<file path="config.mk">
export PLATFORM = sky130hd
export DESIGN_NAME = bids_n_ctrl
export DESIGN_NICKNAME = d
export VERILOG_FILES = /design/src/rtl/bids_n_ctrl.sv
export SDC_FILE = /design/constraint.sdc
export NUM_CORES = 2
export LEC_CHECK = 0
export ABC_AREA = 0
export ABC_CLOCK_PERIOD_IN_PS = 11700
export BUFFER_PORTS_ARGS = -buffer_cell sky130_fd_sc_hd__buf_2
export CORE_AREA = 2 2 361 363
export DETAILED_ROUTE_END_ITERATION = 10
export DIE_AREA = 0 0 363 365
export MAX_ROUTING_LAYER = met4
export PLACE_DENSITY = 0.42
export RECOVER_POWER = 100
export SYNTH_ARGS = -nofsm -noshare
export SYNTH_HDL_FRONTEND = slang
export SYNTH_SLANG_ARGS = --single-unit
</file>
<file path="constraint.sdc">
create_clock -name clk -period 11.7 [get_ports clk]
set_input_delay 0.585 -clock clk [delete_from_list [all_inputs] [get_ports clk]]
set_output_delay 0.585 -clock clk [all_outputs]
set_load 0.01 [all_outputs]
</file>
<file path="src/rtl/bids_n_ctrl.sv">
// Sealed-bid auction controller: locked configuration, per-bidder balance
// accounting, bid/retract handling during a round and a one-cycle result phase.
module bids_n_ctrl #(
  parameter int N_BIDDERS = 4,
  parameter int AMT_W     = 16,
  parameter int BAL_W     = 32,
  localparam int IDX_W    = $clog2(N_BIDDERS)
) (
  input  logic                       clk,
  input  logic                       reset,
  input  logic [3:0]                 C_op,
  input  logic [BAL_W-1:0]           C_data,
  input  logic [IDX_W-1:0]           C_idx,
  input  logic                       C_start,
  input  logic [N_BIDDERS-1:0]       bid_req,
  input  logic [N_BIDDERS-1:0]       retract,
  input  logic [N_BIDDERS*AMT_W-1:0] bid_amt,
  output logic                       ready,
  output logic [N_BIDDERS-1:0]       ack,
  output logic [2*N_BIDDERS-1:0]     bidder_err,
  output logic [N_BIDDERS*BAL_W-1:0] balance,
  output logic [2:0]                 err,
  output logic                       roundOver,
  output logic [AMT_W-1:0]           maxBid,
  output logic [N_BIDDERS-1:0]       win,
  output logic                       win_valid
);

  typedef enum logic [2:0] {S_UNLOCK, S_LOCK, S_ROUND, S_RESULT, S_LOCKOUT} state_t;

  state_t                 state_q, state_d;
  logic [BAL_W-1:0]       bal_q [N_BIDDERS];
  logic [BAL_W-1:0]       bal_d [N_BIDDERS];
  logic [AMT_W-1:0]       cur_q [N_BIDDERS];
  logic [AMT_W-1:0]       cur_d [N_BIDDERS];
  logic [N_BIDDERS-1:0]   mask_q, mask_d;
  logic [BAL_W-1:0]       timer_q, timer_d, cost_q, cost_d, key_q, key_d, cnt_q, cnt_d;
  logic                   tie_q, tie_d;
  logic                   ready_q, ready_d, rover_q, rover_d, winv_q, winv_d;
  logic [N_BIDDERS-1:0]   ack_q, ack_d, win_q, win_d;
  logic [2*N_BIDDERS-1:0] berr_q, berr_d;
  logic [2:0]             err_q, err_d;
  logic [AMT_W-1:0]       maxbid_q, maxbid_d;

  logic [AMT_W-1:0]       max_v, amt_v;
  logic [BAL_W:0]         need_v;
  logic [N_BIDDERS-1:0]   first_oh;
  logic                   found, multi;

  always_comb begin
    state_d  = state_q;
    bal_d    = bal_q;
    cur_d    = cur_q;
    mask_d   = mask_q;
    timer_d  = timer_q;
    cost_d   = cost_q;
    key_d    = key_q;
    cnt_d    = cnt_q;
    tie_d    = tie_q;
    ready_d  = 1'b1;
    rover_d  = 1'b0;
    ack_d    = '0;
    berr_d   = '0;
    err_d    = err_q;
    win_d    = win_q;
    winv_d   = winv_q;
    maxbid_d = maxbid_q;
    amt_v    = '0;
    need_v   = '0;

    // Zero entries never beat a nonzero bid, so a plain max covers "nonzero only".
    max_v    = '0;
    first_oh = '0;
    found    = 1'b0;
    multi    = 1'b0;
    for (int unsigned i = 0; i < N_BIDDERS; i++)
      if (cur_q[i] > max_v) max_v = cur_q[i];
    for (int unsigned i = 0; i < N_BIDDERS; i++) begin
      if (max_v != '0 && cur_q[i] == max_v) begin
        if (found) multi = 1'b1;
        else       first_oh[i] = 1'b1;
        found = 1'b1;
      end
    end

    if (!(state_q == S_ROUND && C_start))
      for (int unsigned i = 0; i < N_BIDDERS; i++)
        if (bid_req[i] || retract[i]) berr_d[2*i +: 2] = 2'b01;

    case (state_q)
      S_UNLOCK: begin
        if (C_start) err_d = 3'b011;
        else begin
          case (C_op)
            4'd0: ;
            4'd1: err_d = 3'b010;
            4'd2: begin key_d = C_data; state_d = S_LOCK; err_d = 3'b000; end
            4'd3: begin
              if (int'(C_idx) < N_BIDDERS) bal_d[C_idx] = C_data;
              err_d = 3'b000;
            end
            4'd4: begin mask_d  = C_data[N_BIDDERS-1:0]; err_d = 3'b000; end
            4'd5: begin timer_d = C_data;                err_d = 3'b000; end
            4'd6: begin cost_d  = C_data;                err_d = 3'b000; end
            4'd7: begin tie_d   = C_data[0];             err_d = 3'b000; end
            default: err_d = 3'b100;
          endcase
        end
      end
      S_LOCK: begin
        if (C_start) begin
          state_d  = S_ROUND;
          cur_d    = '{default: '0};
          win_d    = '0;
          winv_d   = 1'b0;
          maxbid_d = '0;
        end else begin
          case (C_op)
            4'd0: ;
            4'd1: begin
              if (C_data == key_q) begin state_d = S_UNLOCK; err_d = 3'b000; end
              else begin state_d = S_LOCKOUT; err_d = 3'b001; cnt_d = timer_q; end
            end
            4'd2, 4'd3, 4'd4, 4'd5, 4'd6, 4'd7: err_d = 3'b110;
            default: err_d = 3'b100;
          endcase
        end
      end
      S_ROUND: begin
        if (!C_start) state_d = S_RESULT;
        else begin
          for (int unsigned i = 0; i < N_BIDDERS; i++) begin
            amt_v  = bid_amt[i*AMT_W +: AMT_W];
            need_v = (BAL_W+1)'(amt_v) + (BAL_W+1)'(cost_q);
            if (bid_req[i]) begin
              if (!mask_q[i]) berr_d[2*i +: 2] = 2'b11;
              else if ({1'b0, bal_q[i]} >= need_v) begin
                cur_d[i] = amt_v;
                bal_d[i] = bal_q[i] - cost_q;
                ack_d[i] = 1'b1;
              end else begin
                berr_d[2*i +: 2] = 2'b10;
                if (bal_q[i] >= cost_q) bal_d[i] = bal_q[i] - cost_q;
              end
            end
            // Retract is applied after the same-cycle bid so the charge stands.
            if (retract[i]) cur_d[i] = '0;
          end
        end
      end
      S_RESULT: begin
        rover_d  = 1'b1;
        state_d  = S_LOCK;
        maxbid_d = max_v;
        if (max_v == '0) begin
          win_d = '0; winv_d = 1'b0; err_d = 3'b000;
        end else if (multi && !tie_q) begin
          win_d = '0; winv_d = 1'b0; err_d = 3'b101;
        end else begin
          win_d = first_oh; winv_d = 1'b1; err_d = 3'b000;
          for (int unsigned i = 0; i < N_BIDDERS; i++)
            if (first_oh[i])
              bal_d[i] = (bal_q[i] >= BAL_W'(max_v)) ? bal_q[i] - BAL_W'(max_v) : '0;
        end
      end
      S_LOCKOUT: begin
        if (cnt_q == '0) state_d = S_LOCK;
        else             cnt_d   = cnt_q - 1'b1;
      end
      default: state_d = S_UNLOCK;
    endcase
  end

  always_ff @(posedge clk or posedge reset) begin
    if (reset) begin
      state_q  <= S_UNLOCK;
      bal_q    <= '{default: '0};
      cur_q    <= '{default: '0};
      mask_q   <= '1;
      timer_q  <= BAL_W'(15);
      cost_q   <= BAL_W'(1);
      key_q    <= '0;
      cnt_q    <= '0;
      tie_q    <= 1'b0;
      ready_q  <= 1'b0;
      rover_q  <= 1'b0;
      ack_q    <= '0;
      berr_q   <= '0;
      err_q    <= '0;
      win_q    <= '0;
      winv_q   <= 1'b0;
      maxbid_q <= '0;
    end else begin
      state_q  <= state_d;
      bal_q    <= bal_d;
      cur_q    <= cur_d;
      mask_q   <= mask_d;
      timer_q  <= timer_d;
      cost_q   <= cost_d;
      key_q    <= key_d;
      cnt_q    <= cnt_d;
      tie_q    <= tie_d;
      ready_q  <= ready_d;
      rover_q  <= rover_d;
      ack_q    <= ack_d;
      berr_q   <= berr_d;
      err_q    <= err_d;
      win_q    <= win_d;
      winv_q   <= winv_d;
      maxbid_q <= maxbid_d;
    end
  end

  always_comb begin
    balance = '0;
    for (int unsigned i = 0; i < N_BIDDERS; i++) balance[i*BAL_W +: BAL_W] = bal_q[i];
  end

  assign ready      = ready_q;
  assign ack        = ack_q;
  assign bidder_err = berr_q;
  assign err        = err_q;
  assign roundOver  = rover_q;
  assign maxBid     = maxbid_q;
  assign win        = win_q;
  assign win_valid  = winv_q;

endmodule
</file>
# Word-level counts from Yosys, hierarchy flattened

Cells that the tools add are included.
W data, S select, Z words.

Add/subtract/negate cells: 13
Bitwise logic cells: 2
Order comparisons: 18
Reduce and logical (&&, ||, !) cells: 40
Mux-type cells: 136
Equal/unequal tests: 60

Operators with widths:

| kind                 | count |
|---|---|
| $mux W32             | 29 |
| $mux W128            | 5 |
| $pmux W128 S3        | 1 |
| $mux W16             | 21 |
| $add A16 B32 Y33     | 4 |
| $ge A32 B33 Y1       | 4 |
| $bwmux W128          | 1 |
| $ge A32 B16 Y1       | 4 |
| $ge A32 B32 Y1       | 4 |
| $mux W64             | 2 |
| $pmux W64 S2         | 1 |
| $sub A32 B16 Y32     | 4 |
| $sub A32 B32 Y32     | 4 |
| $demux W32 S2        | 1 |
| $eq A16 B16 Y1       | 4 |
| $pmux W32 S2         | 1 |
| $ne A2 B2 Y1 const B | 26 |
| $gt A16 B16 Y1       | 3 |
| $reduce_and A10 Y1   | 4 |
| $mux W1              | 36 |
| $mux W3              | 11 |
| $eq A32 B32 Y1       | 1 |
| $logic_not A32 Y1    | 1 |
| $pmux W16 S2         | 1 |
| other kinds (38)     | 96 |

Logic and storage cells: 292
Input bits: 113
Bits in registers: 366

# Longest topological paths before layout

Depth in word-level cells: 21
Depth in mapped cells: 49
Gate-level depth less buffers: 45

# Worst setup path after synthesis

OpenSTA, ideal clock, no wires.

Path kind: reg2reg
Start point: register cur_q[50] (netlist name)
End point: register with a tool-made name
Period minus slack after synthesis: 10384 ps
Library setup time: 71 ps
Data required time: 11629 ps
Stages on the path, launching flop included: 47
Path slack: 1316 ps
Arrival time: 10313 ps
Path through: dfrtp_1 > clkbuf_1 > inv_1 > ha_1 > o211ai_1 > a2111o_1 > a31oi_4 > clkbuf_1 > mux2_2 > inv_1 > ha_1 > a211oi_1 > o21ai_0 > a221oi_2 > nand2_1 > a21oi_2 > a221oi_1 > buf_4 > [... 11 more ...] > a41oi_4 > o21ai_1 > nand2_1 > ha_1 > inv_1 > ha_1 > a21o_1 > maj3_2 > maj3_2 > a211o_1 > maj3_2 > a211oi_2 > o41ai_1 > maj3_1 > maj3_2 > xnor2_1 > or4_1 > nand4_1

RTL lines:

| what                     | RTL line | text |
|---|---|---|
| start: declaration       | 34       | `logic [AMT_W-1:0] cur_q [N_BIDDERS];` |
| start signal: assignment | 196      | `cur_q <= cur_d;` |

==> impl_metrics.yaml <==
critical_path:
  critPathMaxStageDelay_ns: 0.82
  startpoint_type: "flip-flop"
  worstSetupEndpointType: "flip-flop"
  cp_common_cell: "buf_4"
  worstPathMaxFanout: 12
  cp_slowest_cell: "nor2_1"
  critPathRequiredTime_ns: 12.25
  r2r-start: "cur_q[63]$_DFFE_PP0P_"
  cp-startpoint: "cur_q[63]$_DFFE_PP0P_"
  crit_family: "compound AO/OA/AOI/OAI gates"
  reg2reg_slack_ns: 0.65
  crit_buf_inv: 11
  critPathKind: "reg -> reg"
  ff2ff_path_depth: 44
  worstPathArrival_ns: 11.60
  cp_num_cells: 44
logic_synthesis:
  yosys.area.top_type: "dfrtp_1"
  syn_avg_cell_area_um2: 8.013
  syn-num-nets: 5124
  yosysMostFrequentCell: "o21ai_0"
  yosysSeqAreaShare: 0.2472
  synthFlopType: "dfrtp_1"
  ys_top_cells_by_count: "o21ai_0 (417), nand2_1 (412), ha_1 (373)"
  synth_edf_count: 0
  synth_top_area_frac: 0.2408
  ys_ff_latch: 366
  yosysWarnings: 0
  async_flop_share: 1.000
  synth_area_leaders: "dfrtp_1 (24%), ha_1 (13%), xnor2_1 (7.4%), o21ai_0 (5.6%), a21oi_1 (4.7%)"
  synthCells: 4630
  ys_types: 122
  syn_area_mm2: 0.03710
floorplan:
  die_x_um: 363
  fp-row-count: 132
  ios: 279
  core_area_mm2: 0.1287
  start_util: 0.2883
  die-area_mm2: 0.1325
  fp.dieH_um: 365
global_routing:
  grt_pass1_wl_mm: 265.7
  grt_max_degree: 122
  grt_overflow_total: 0
  antenna_found_initial: 10
  first_global_vias: 35630
  grt_usage: 0.2862
timing:
  worst_slew_pin_slew_ns: 5.102
  max_freq_mhz: 90.48
  hold_violations: 0
  maxSlewHeadroom: -2.420
  min_period_ns: 11.05
  period_share: 0.9447
  slew_violations: 587
  setup_viol: 0
  setup_tns_ns: 0
  rsz0062_at_grt: "no"
  finClkSkew_ns: 0.02626
outcome:
  violations: "capacitance limit, slew limit"
  status: "complete, but fails checks"
drt:
  num_vias: 37420
  drc_errors: 0
  drt_iter0_drc: 3678
  viasPerCell: 5.633
  wl_mm: 188.9
  dr.pass1.iters: 6
  wire_per_inst_um: 28.45
  ant_nets: 0
worst_hold_path:
  min_from: "bid_req[0]"
  hold_path.class: "in -> reg"
placement:
  place_congestion: 0.9932
  io_buffers: 278
  dpl.hpwl_mm: 153.1
clocking:
  cts_tree: "built"
  path_clk_slew_ns: 0.06
  clock-root-buffer: "clkbuf_16"
  cts_max_level: 2
  clock_path_buffers: 3
  cts_num_sinks: 366
  clk_latency_ns: 0.68
  cts_buffers: 53
job:
  cap_viol_max_count: 11
layout:
  syn_to_final_growth_pct: 15.25
  n_fill_cell: 13740
  drive_gt1_frac: 0.1177
  nets: 5415
per-stage QoR:
stage / hold slack, ns / utilization / worst slack (ns) / instance area (µm²) / cells
final: 0.1656 / 0.3323 / 0.6473 / 42760 / 6642
after global routing: 0.1608 / 0.3323 / 0.0002300 / 42750 / 6639
after CTS: 0.06448 / 0.3333 / 0.3860 / 42880 / 6626
after detailed placement: 0.4724 / 0.3192 / 0.4344 / 41070 / 6530
after global placement: 0.4658 / 0.3192 / 0.6067 / 41070 / 6530
after floorplan: 0.4498 / - / 0.9694 / 37100 / 4630
timing repair:
action / 4_1_cts / 5_1_grt
hold buffers: 0 / 0
resized for setup: 0 / 12
endpoints found under the setup margin: 0 / 127
buffers inserted: 0 / 11
worst reg2reg max path, delay by kind of cell, from the launching register on:
kind / cells / cell delay [ns]
DFF: 1 / 0.40
xor gates and xnor gates: 1 / 0.14
adders and majority gates: 4 / 1.23
buffers and inverters: 11 / 1.83
and+or+nand+nor: 11 / 2.75
AOI/OAI and AO/OA: 16 / 4.16
muxes: 1 / 0.43
cell usage in the layout, fill, tap and decap left out, types with 151 or more instances in the layout:
| cell type | n |
|---|---|
| inv_1 | 239 |
| ha_1 | 373 |
| nand2_1 | 410 |
| clkbuf_1 | 191 |
| dfrtp_1 | 357 |
| o21ai_0 | 417 |
| buf_4 | 151 |
| a21oi_1 | 344 |
| xnor2_1 | 314 |
| nor2_1 | 349 |
area by class of cell:
cell class	count	area [µm²]	area share
inverters	249	935.9	0.02189
clock inverters	21	297.8	0.006965
diodes	5	12.51	0.0002926
well taps	1675	2096	0.04902
clock buffers	75	1509	0.03529
multi-input cells	3801	26230	0.6135
repair buffers	450	2502	0.05853
flip-flops and latches	366	9170	0.2145
cell families after synthesis:
family / share of synthesized area
compound gates: 0.2547
xor+xnor: 0.08688
fa+ha+maj: 0.1433
buf+inv: 0.04941
flops: 0.2472
mux: 0.03727
other cells: 0.0001011
simple gates: 0.1811
per-layer routing:
layer / vias to the layer above / wire length [µm] / GRT usage
li1: 17530 / - / -
met1: 18150 / 80400 / 0.3573
met2: 1360 / 86470 / 0.4528
met3: 373 / 11630 / 0.04439
met4: 0 / 10440 / 0.1355
met5: - / 0 / -
how the worst min path moves through the flow:
stage	end	slack, ns	cells after the start
5_1_grt	bidder_err[1]$_DFF_PP0_	0.16	3
2_1_floorplan	cur_q[16]$_DFFE_PP0P_	0.45	2
3_3_place_gp	maxBid[6]$_DFFE_PP0P_	0.47	2
3_5_place_dp	maxBid[13]$_DFFE_PP0P_	0.47	2
4_1_cts	cur_q[1]$_DFFE_PP0P_	0.06	2
6_report	bidder_err[1]$_DFF_PP0_	0.17	3
Power is not shown: default switching activity piles up to over one toggle a cycle in this logic, so the estimate is an artifact.
